$ cat src/rtl/jb_orx_ant_sched.sv
// ORX antenna scheduler: walks the enabled antennas round-robin, settles the RF
// switch on each one and requests a single capture before moving on.
module jb_orx_ant_sched #(
    parameter int NUM_ANT = 8,
    parameter int ANT_W   = 3,
    parameter int DLY_W   = 16,
    parameter int DWELL_W = 16
) (
    input  logic               clk,
    input  logic               rst_n,
    input  logic               enable,
    input  logic [NUM_ANT-1:0] ant_mask,
    input  logic [DLY_W-1:0]   settle_dly,
    input  logic [DWELL_W-1:0] dwell_cycles,
    input  logic               rf_switch_override,
    input  logic [ANT_W-1:0]   override_ant,
    input  logic               cap_ack,
    input  logic               err_clr,
    output logic [ANT_W-1:0]   orx_ant_sel,
    output logic               cap_req,
    output logic [ANT_W-1:0]   cap_ant,
    output logic               busy,
    output logic               round_done,
    output logic               timeout_err
);

    typedef enum logic [2:0] {
        S_IDLE, S_SELECT, S_SETTLE, S_CAPTURE, S_NEXT
    } state_t;

    state_t             state, state_nxt;
    logic [ANT_W-1:0]   last_ant;
    logic [NUM_ANT-1:0] mask_q;
    logic [DLY_W-1:0]   settle_cnt;
    logic [DWELL_W-1:0] dwell_cnt;

    logic [ANT_W-1:0]   hi_ant, lo_ant, sel_ant;
    logic               hi_found, more_above;
    logic               mask_any, run_ok, timeout_hit;

    // Next antenna is the lowest set bit above last_ant, else the lowest set bit
    // overall; more_above tells NEXT whether the sampled round still has work.
    always_comb begin
        // NOTE: every combinational output gets a default first so no path can
        // leave it unassigned and infer a latch.
        hi_ant     = '0;
        lo_ant     = '0;
        hi_found   = 1'b0;
        more_above = 1'b0;
        for (int j = NUM_ANT - 1; j >= 0; j--) begin
            if (ant_mask[j]) begin
                if (ANT_W'(j) > last_ant) begin
                    hi_ant   = ANT_W'(j);
                    hi_found = 1'b1;
                end else begin
                    lo_ant = ANT_W'(j);
                end
            end
            if (mask_q[j] && (ANT_W'(j) > last_ant)) more_above = 1'b1;
        end
        sel_ant = hi_found ? hi_ant : lo_ant;
    end

    assign mask_any    = |ant_mask;
    assign run_ok      = enable && mask_any && !rf_switch_override;
    assign timeout_hit = (state == S_CAPTURE) && (dwell_cycles != '0) && !cap_ack
                         && (dwell_cnt == dwell_cycles - DWELL_W'(1));

    always_comb begin
        state_nxt = state;
        case (state)
            S_IDLE:    if (run_ok) state_nxt = S_SELECT;
            S_SELECT:  state_nxt = mask_any ? S_SETTLE : S_IDLE;
            S_SETTLE: begin
                if (!enable)                 state_nxt = S_IDLE;
                else if (settle_cnt == '0)   state_nxt = S_CAPTURE;
            end
            S_CAPTURE: if (cap_ack || timeout_hit) state_nxt = S_NEXT;
            S_NEXT:    state_nxt = run_ok ? S_SELECT : S_IDLE;
            default:   state_nxt = S_IDLE;
        endcase
        if (rf_switch_override) state_nxt = S_IDLE;
    end

    assign cap_req    = (state == S_CAPTURE);
    assign busy       = (state != S_IDLE);
    assign round_done = (state == S_NEXT) && !more_above;

    // NOTE: state registers use non-blocking assignments so every flop samples
    // the pre-edge values regardless of statement order.
    always_ff @(posedge clk) begin
        if (!rst_n) begin
            state       <= S_IDLE;
            last_ant    <= ANT_W'(NUM_ANT - 1);
            mask_q      <= '0;
            settle_cnt  <= '0;
            dwell_cnt   <= '0;
            orx_ant_sel <= '0;
            cap_ant     <= '0;
            timeout_err <= 1'b0;
        end else begin
            state <= state_nxt;

            if (timeout_hit)  timeout_err <= 1'b1;
            else if (err_clr) timeout_err <= 1'b0;

            if (rf_switch_override) begin
                orx_ant_sel <= override_ant;
                settle_cnt  <= '0;
                dwell_cnt   <= '0;
            end else begin
                dwell_cnt <= '0;
                case (state)
                    S_SELECT: begin
                        if (mask_any) begin
                            orx_ant_sel <= sel_ant;
                            cap_ant     <= sel_ant;
                            last_ant    <= sel_ant;
                            mask_q      <= ant_mask;
                            settle_cnt  <= settle_dly;
                        end
                    end
                    S_SETTLE: begin
                        if (settle_cnt != '0) settle_cnt <= settle_cnt - DLY_W'(1);
                    end
                    S_CAPTURE: begin
                        // Saturate so an untimed capture never wraps the counter.
                        if ((state_nxt == S_CAPTURE) && (dwell_cnt != '1))
                            dwell_cnt <= dwell_cnt + DWELL_W'(1);
                        else if (state_nxt == S_CAPTURE)
                            dwell_cnt <= dwell_cnt;
                    end
                    default: ;
                endcase
            end
        end
    end

endmodule

$ cat config.mk
export PLATFORM = sky130hd
export DESIGN_NAME = jb_orx_ant_sched
export DESIGN_NICKNAME = d
export VERILOG_FILES = /design/src/rtl/jb_orx_ant_sched.sv
export SDC_FILE = /design/constraint.sdc
export NUM_CORES = 1
export LEC_CHECK = 0
export CAP_MARGIN = 30
export CORE_ASPECT_RATIO = 1.25
export CORE_UTILIZATION = 55
export DETAILED_ROUTE_END_ITERATION = 8
export GPL_ROUTABILITY_DRIVEN = 0
export GPL_TIMING_DRIVEN = 0
export PLACE_DENSITY = 0.82
export SETUP_SLACK_MARGIN = 0.15
export SLEW_MARGIN = 30
export SYNTH_ARGS = -nofsm -noshare
export SYNTH_HDL_FRONTEND = slang
export SYNTH_SLANG_ARGS = --single-unit
$ cat constraint.sdc
create_clock -name clk -period 8.4 [get_ports clk]
set_clock_uncertainty 0.1 [all_clocks]
set_input_delay 1.68 -clock clk [delete_from_list [all_inputs] [get_ports clk]]
set_output_delay 1.68 -clock clk [all_outputs]
set_load 0.02 [all_outputs]
# Yosys cells after proc, flatten, opt, wreduce, memory -nomap -nowiden
# Cells that the tools add are included.
[totals]
regBits = 53
out_inout_bits = 10
[classes]
n_addsub = 3
magnitude_cmp = 8
n_eq_ne = 10
n_mux = 75
bitwise = 3
reduce_logical = 34
[ops]
columns = ["cell", "count"]
rows = [
  ["$mux 3", 41],
  ["$mux 16", 4],
  ["$pmux 16 s2", 1],
  ["$reduce_bool 16->1", 2],
  ["$sub 16x1->16 const B", 2],
  ["$mux 1", 27],
  ["$add 16x1->16 const B", 1],
  ["$eq 16x16->1", 1],
  ["$logic_not 16->1", 1],
  ["$ne 16x16->1 const B", 1],
  ["$logic_and 1x1->1", 15],
  ["$pmux 3 s5", 1],
  ["$gt 3x3->1 const A", 4],
  ["$eq 3x2->1 const B", 3],
  ["$reduce_bool 2->1", 4],
  ["$reduce_or 8->1", 1],
  ["$gt 1x3->1 const A", 2],
  ["$gt 2x3->1 const A", 2],
  ["$reduce_and 3->1", 2],
  ["$ne 2x2->1 const B", 2],
  ["$eq 3x1->1 const B", 1],
  ["$eq 3x3->1 const B", 1],
  ["$logic_not 1->1", 3],
  ["$logic_not 3->1", 1],
  ["other kinds (8)", 10],
]

# Logic depth before layout (Yosys ltp)
# Gate-level depths: netlist of the first run.
[logic_depth]
ltp_word = 21
ltp_mapped = 10
ltp_nobuf = 8

# Worst setup path after synthesis of the first run
# Ideal clock, no wire load.
[synth_timing]
path_kind = "input port to flip-flop"
startpoint = "in dwell_cycles[8]"
endpoint = "reg dwell_cnt[11]"
setup_ns = 0.134
t_arrival_ns = 3.644
required_time_ns = 8.166
slack_ns = 4.522
stages = 8
path_buffers = 2
path_cell_list = "buf_2 or4_4 nand2b_4 or4_1 a22o_2 nor3_4 buf_6 a211oi_1"
[synth_between]
elab_chain_cells = 11
word_cells_on_any_way = 14
cone_classes = "add/sub (1); eq/ne (3); mux (4); reduce/logical (6)"
[synth_lines]
columns = ["element", "line_no", "rtl"]
rows = [
  ["start, declared", "14", "input logic [DWELL_W-1:0] dwell_cycles,"],
  ["parallel branches: the longest is 3 deep, another holds $sub 16x1->16", "n/a", ""],
  ["$logic_and 1x1->1 (*)", "67", "&& (dwell_cnt == dwell_cycles - DWELL_W'(1));"],
  ["$logic_or 1x1->1 (*)", "78", "S_CAPTURE: if (cap_ack || timeout_hit) state_nxt = S_NEXT;"],
  ["$mux 3 (*)", "78", ""],
  ["$pmux 3 s5 (*)", "71", "case (state)"],
  ["$mux 3 (*)", "82", "if (rf_switch_override) state_nxt = S_IDLE;"],
  ["$eq 3x2->1 (*)", "128, 130", ""],
  ["$logic_and 1x1->1", "128", "if ((state_nxt == S_CAPTURE) && (dwell_cnt != '1))"],
  ["$ne 2x1->1 (no source line) / $mux 16 (equally long branches)", "n/a", ""],
  ["end signal, assigned", "129", "dwell_cnt <= dwell_cnt + DWELL_W'(1);"],
  ["end signal, assigned", "131", "dwell_cnt <= dwell_cnt;"],
  ["end, declared", "35", "logic [DWELL_W-1:0] dwell_cnt;"],
]
# Mark *: on every way between the ends.
# A chain may end at the register's enable or synchronous reset.

# Final worst setup path of the first run
[layout_timing]
startpoint = "in dwell_cycles[0]"
endpoint = "reg dwell_cnt[6]"
# The elaborated chain is that of the path after synthesis.

==> metrics, run 1 <==
Post-route DRC 0; Setup Fix Bufs, Post-CTS 0; Flop pwr share 51.2%; VDD IR-drop max 0.1193 mV; Worst EP required roughly 8.5 ns; Crit path top cell by count clkbuf_1; cell area after synthesis ~3700 um^2; worst min-delay path category flop to flop; adder-cell area share of the yosys netlist under 10%; RSZ-0062 raised after global routing false; root buffer cell clkbuf_8; cell leakage power about 1.5 nW; post-synthesis compound-gate area fraction between 20% and 30%; Nets around 620; Placed Cells 648; Slew @ Worst Pin ~0.84 ns; first-pass GRT wire length between 15,000 and 20,000 um; Initial Util between 50% and 60%; Comb power frac approximately 18%; DRT Wirelength 10,090 um; Via density 6.114; Synth cell types a little under 60; largest net degree at the start of global routing 19; CP peak stage delay between 0.6 and 0.7 ns; global-route congestion overflow total 0; Mapped Nets 563; Reg area between 1000 and 1500 um^2; largest family of logic cells by synthesized area simple AND/OR/NAND/NOR gates; clk slew on worst S/H paths roughly 0.090 ns; Worst path top cell family by delay buffers and inverters; Clock Sinks 52; Slew headroom 43.35%; Syn. warnings 0; MaxCap Viol Count 0; Post-CTS Resized 0; final setup fails 0; Mapped Cells between 500 and 600; CTS Hold Bufs 0; CTS Buf Count 5; vias in the first global route 3,768; CP Cell Sequence clkdlybuf4s50_1, inv_1, ha_1, clkbuf_1, a31oi_1, nor4_1, o2111ai_1, a2111oi_0, clkbuf_1, a211oi_1; switching share of power between 20% and 30%; clock power share 31.1%; Post-Layout Cell Count approximately 660; Post-Synth Simple-Gate Area slightly below 30%; fmax between 200 and 250 MHz; routed via count 4,011; chip width 75.14 um; PwrDens 111.0 nW/um^2; arrival time at the worst endpoint ~4.6 ns; setup_tns 0 ns; Post-synth EDFFs 0; CTS tree done; Die ar. ~7000 um^2; Yosys reg bits 52; Fin. Hold Viols 0; mux contribution to synthesized area 0.5444%; Critical Path End Type flop; Worst R2R Setup Slack between 5 and 6 ns; status completed; Max Slew Vio Count 0; critical path class input port to flop; initial antenna violation count 0; Seq/Total Area, Yosys between 20% and 30%; Main synth FF type dfxtp_1; area leader, netlist dfxtp_1; fin crit share a little over half; post-route cell area approximately 4400 um^2; Layout area overhead 20.01%; fraction of layout cells with a size suffix above 1 roughly 4.6%; Total GRT Usage between 20% and 30%; Post-synth top cells nand2_1, nor2_1, dfxtp_1, a21oi_1, o21ai_0; fin crit period about 4.5 ns; critical path's slowest cell a2111oi_0; Diodes inserted 0; clock tree buffer depth 2; Critical path buffers and inverters 4; multi-input logic area ~2400 um^2; TritonRoute pass-1 iters 5; IO Count 59; Clk Latency, worst-skew pair around 0.32 ns; FFs w/ async S/R, synth 0%; post-synthesis xor/xnor area fraction 7.383%; initial drt markers 289; DR WL/cell around 15 um; H-tree Lvls 2; dpl cell area 4319 um^2; Die Ht around 93 um; area of the core 6326 um^2; Finished Core Util between 60 and 70%; share of the synthesized area in the top cell type between 20% and 30%; row count 32; PortBufs 53; Net Sw Power ~0.14 mW; CP Max Fanout 10; ranking of synthesized cells by area dfxtp_1, nand2_1, a21oi_1, nor2_1, o21ai_0; DPL Wire Length 7747 um; CP startpoint kind input port; post-route ant nets 0; Layout fillers 595; syn_area_per_cell approximately 7.2 um^2; Int Power between 0.3 and 0.4 mW; count leader, synth nand2_1
==> metal layers <==
metal | GRT usage, % | routed length (um) | vias up
li1 | - | - | 1974
met1 | 35.14 | 4212 | 1878
met2 | 54.58 | 5265 | 141
met3 | 3.233 | 465 | 18
met4 | 10.03 | 142 | 0
met5 | 0 | 0 | -
==> state kept, by name, indices dropped and copies added (netlist names) <==
name / count
timeout_err: 1
last_ant: 3
settle_cnt: 16
cap_ant: 3
orx_ant_sel: 3
state: 3
mask_q: 7
dwell_cnt: 16
==> kinds of logic after synthesis <==
group | after synthesis
AO/OA/AOI/OAI | 153
AND/OR/NAND/NOR | 218
flip-flops | 52
buffers and inverters | 50
multiplexers | 2
adder cells (fa/ha/maj) | 4
XOR/XNOR | 31
==> path summary, 6_finish.rpt <==
kind / startpoint / to / cells past startpoint
min reg2reg: mask_q[2] / mask_q[2] / 2
max reg2reg: settle_cnt[0] / settle_cnt[13] / 9
max: dwell_cycles[0] / dwell_cnt[6] / 10
min: mask_q[2] / mask_q[2] / 2
==> through the flow <==
step                      setup WS (ns)  total power [mW]  hold WS, ns
after global placement            3.758            0.3398       0.3485
after detailed placement          3.638            0.3418       0.3518
final                             3.929            0.4900       0.3631
after global routing              3.597            0.5127       0.4032
after CTS                         3.956            0.4911       0.3656
after floorplan                   4.522            0.3023       0.3365
==> power groups by stage <==
stage,clock network (mW),logic (mW),registers [mW]
floorplan,0,0.0447,0.258
global placement,0,0.0832,0.257
detailed placement,0,0.0852,0.257
CTS,0.155,0.0856,0.251
global route,0.167,0.0942,0.251
finish,0.153,0.0865,0.251
==> tightest hold or removal path: stages, from the launching register on <==
cell	delay, ns
dfxtp_1	0.32
nand2_1	0.05
a21oi_1	0.05
==> layout make-up <==
type                       count  area share (%)
sequential                    52           23.59
timing repair buffer          53           12.02
multi-input combinational    408           55.15
clock buffer                   5           1.559
buffer                        34           3.346
tap                           85           2.410
inverter                      16           1.361
clock inverter                 3          0.5671
==> cell usage in the layout (no fill, tap or decap), types with 7 or more instances in the layout <==
master	instances
nand2_1	65
nor2_1	54
clkdlybuf4s50_1	53
dfxtp_1	52
a21oi_1	47
o21ai_0	31
clkbuf_1	25
nor4_1	18
xnor2_1	17
inv_1	16
a211oi_1	16
xor2_1	14
nand3_1	13
nand4_1	11
nor3_1	9
nand2b_1	9
and3_1	8
o21a_1	7
(Power assumes the default switching activity.)
==> inputs of run 2 (changes only) <==
--- a/config.mk
+++ b/config.mk
@@ -7,11 +7,11 @@
 export LEC_CHECK = 0
 export CAP_MARGIN = 30
 export CORE_ASPECT_RATIO = 1.25
-export CORE_UTILIZATION = 55
+export CORE_UTILIZATION = 54
 export DETAILED_ROUTE_END_ITERATION = 8
 export GPL_ROUTABILITY_DRIVEN = 0
 export GPL_TIMING_DRIVEN = 0
-export PLACE_DENSITY = 0.82
+export PLACE_DENSITY = 0.8
 export SETUP_SLACK_MARGIN = 0.15
 export SLEW_MARGIN = 30
 export SYNTH_ARGS = -nofsm -noshare
==> constraint.sdc (replaced) <==
create_clock -name clk -period 4.2 [get_ports clk]
set_clock_uncertainty 0.1 [all_clocks]
set_input_delay 0.84 -clock clk [delete_from_list [all_inputs] [get_ports clk]]
set_output_delay 0.84 -clock clk [all_outputs]
set_load 0.02 [all_outputs]
==> run 2 against run 1 <==
  * Cell count grew 0.30%
  * Core utilization shrank 2.4 points
  * Global-route usage decreased by 0.13 points
  * Largest cell class unchanged
  * Via count down 1.7%
  * Total power rose by 100%
  * Routed wire length is 2.1% lower
==> metrics, run 2 (synthesized netlist as in run 1, its figures left out) <==
Die Ht 94.26 um (+0.90%); initial drt markers 342 (+18%); WHS Path Cells 2 (unchanged); Placed Cells 650 (+0.31%); RSZ-0062 raised after global routing false; cell leakage power 1.532 nW (+0.39%); DRT Wirelength 9871 um (-2.1%); Critical path buffers and inverters 4 (unchanged); DPL Wire Length 7444 um (-3.9%); setup_tns 0 ns (unchanged); Max Slew Vio Count 0 (unchanged); Worst EP required 4.29 ns (-4.19 ns); Worst path top cell family by delay buffers and inverters; Via density 5.992 (-2.0%); Clock Sinks 52 (unchanged); CP peak stage delay 0.61 ns (-0.02 ns); TritonRoute pass-1 iters 5 (unchanged); clock tree buffer depth 2 (unchanged); critical path's slowest cell a2111oi_0; CTS Hold Bufs 0 (unchanged); initial antenna violation count 0 (unchanged); clk slew on worst S/H paths 0.11 ns (+0.02 ns); MaxCap Viol Count 0 (unchanged); CP startpoint kind input port; CP Cell Sequence clkdlybuf4s50_1, inv_1, ha_1, clkbuf_1, a31oi_1, nor4_1, o2111ai_1, a2111oi_0, clkbuf_1, a211oi_1; DR WL/cell 15.00 um (-2.4%); fin crit share 87.27%; routed via count 3,943 (-1.7%); Diodes inserted 0 (unchanged); Nets 623 (unchanged); Slew @ Worst Pin 0.6701 ns (-0.1719 ns); Total GRT Usage 29.68% (-0.13 points); Initial Util 56.01% (-2.1 points); vias in the first global route 3,661 (-2.8%); critical path class input port to flop; Pwr Total 0.9920 mW (+100%); most frequent cells in the layout nand2_1, nor2_1, clkdlybuf4s50_1, dfxtp_1, a21oi_1; WHS 0.3641 ns (+0.0009880 ns); root buffer cell clkbuf_8; H-tree Lvls 2 (unchanged); first-pass GRT wire length 16,600 um (-0.33%); fraction of layout cells with a size suffix above 1 4.553% (unchanged); Critical Path End Type flop; VDD IR-drop max 0.1509 mV (+26%); FF-to-FF path depth 9 (unchanged); Layout area overhead 20.18%; arrival time at the worst endpoint 3.75 ns (-0.80 ns); final setup fails 0 (unchanged); most common cell after layout, fill and taps aside nand2_1; Finished Core Util 67.31% (-2.4 points); post-route ant nets 0 (unchanged); Clk Latency, worst-skew pair 0.31 ns (about the same); Setup Fix Bufs, Post-CTS 0 (unchanged); Die ar. 7146 um^2 (+1.8%); Crit path top cell by count clkbuf_1; fmax 272.8 MHz; area of the core 6565 um^2 (+3.8%); PortBufs 53 (unchanged); Post-Layout Cell Count 658 (+0.30%); Largest regs dwell_cnt (16), settle_cnt (16), mask_q (7); global-route congestion overflow total 0 (unchanged); largest net degree at the start of global routing 20 (+1); IO Count 59 (unchanged); worst min-delay path category flop to flop; Fin. Hold Viols 0 (unchanged); CTS tree done; row count 33 (+3.1%); fin crit period 3.665 ns; status completed; PwrDens 224.5 nW/um^2 (+100%); Slew headroom 54.17% (+11 points); Post-CTS Resized 0 (unchanged); CP Depth 10 (unchanged); Post-route DRC 0 (unchanged); CP Max Fanout 10 (unchanged); chip width 75.81 um (+0.90%); CTS Buf Count 5 (unchanged)
==> run 2: changes by cell type in the layout (fill, tap and decap cells not counted) <==
cell / previous run / this run
inv_8: 0 / 1
clkinvlp_4: 1 / 0
==> run 2: metal layers <==
layer	up-vias	global-route usage (%)	share of wire, %
met5	-	0	0
met4	0	9.259	1.4
met3	15	4.721	4.3
met2	127	50.81	52
met1	1818	37.17	43
li1	1983	-	-
==> run 2: per-stage QoR <==
| stage | worst slack [ns] | cell area [um^2] |
|---|---|---|
| 3_5_place_dp | 0.2053 | 4322 |
| 4_1_cts | 0.5362 | 4419 |
| 5_1_grt | 0.2599 | 4419 |
| 6_report | 0.5348 | 4419 |
| 2_1_floorplan | 1.162 | 3677 |
| 3_3_place_gp | 0.3059 | 4317 |
==> run 2: worst reg2reg max path, delay by kind of cell, from the launching register on <==
kind,cells,cell delay (ns)
compound gates,3,0.73
flops,1,0.34
fa+ha+maj,1,0.19
buf+inv,2,0.47
simple gates,3,1.24
==> run 2: layout make-up <==
type | instances | area (um^2)
plain buffers | 34 | 147.6
clock buffers | 5 | 68.82
clock inverters | 3 | 28.78
fillers | 606 | 2146
inverters | 16 | 60.06
multi-input cells | 408 | 2434
flip-flops and latches | 52 | 1041
well taps | 87 | 108.9
repair buffers | 53 | 530.5
==> run 2: where the power goes <==
| group | switching (mW) | internal, mW | leakage (nW) |
|---|---|---|---|
| combinational | 0.0899 | 0.0820 | 1.06 |
| clock | 0.191 | 0.126 | 0.0511 |
| sequential | 0.00390 | 0.498 | 0.420 |
==> run 2: worst paths after layout <==
| kind | startpoint | to | slack (ns) |
|---|---|---|---|
| max reg2reg | settle_cnt[0] | settle_cnt[14] | 1.05 |
| min reg2reg | cap_ant[2] | cap_ant[2] | 0.36 |
| min | cap_ant[2] | cap_ant[2] | 0.36 |
| max | dwell_cycles[0] | dwell_cnt[8] | 0.53 |
==> inputs of run 3 (changes only) <==
--- a/config.mk
+++ b/config.mk
@@ -11,6 +11,7 @@
 export DETAILED_ROUTE_END_ITERATION = 8
 export GPL_ROUTABILITY_DRIVEN = 0
 export GPL_TIMING_DRIVEN = 0
+export HOLD_SLACK_MARGIN = 0.08
 export PLACE_DENSITY = 0.8
 export SETUP_SLACK_MARGIN = 0.15
 export SLEW_MARGIN = 30
==> results of run 3 <==
Final layout, timing and power as in run 2 (identical DEF).
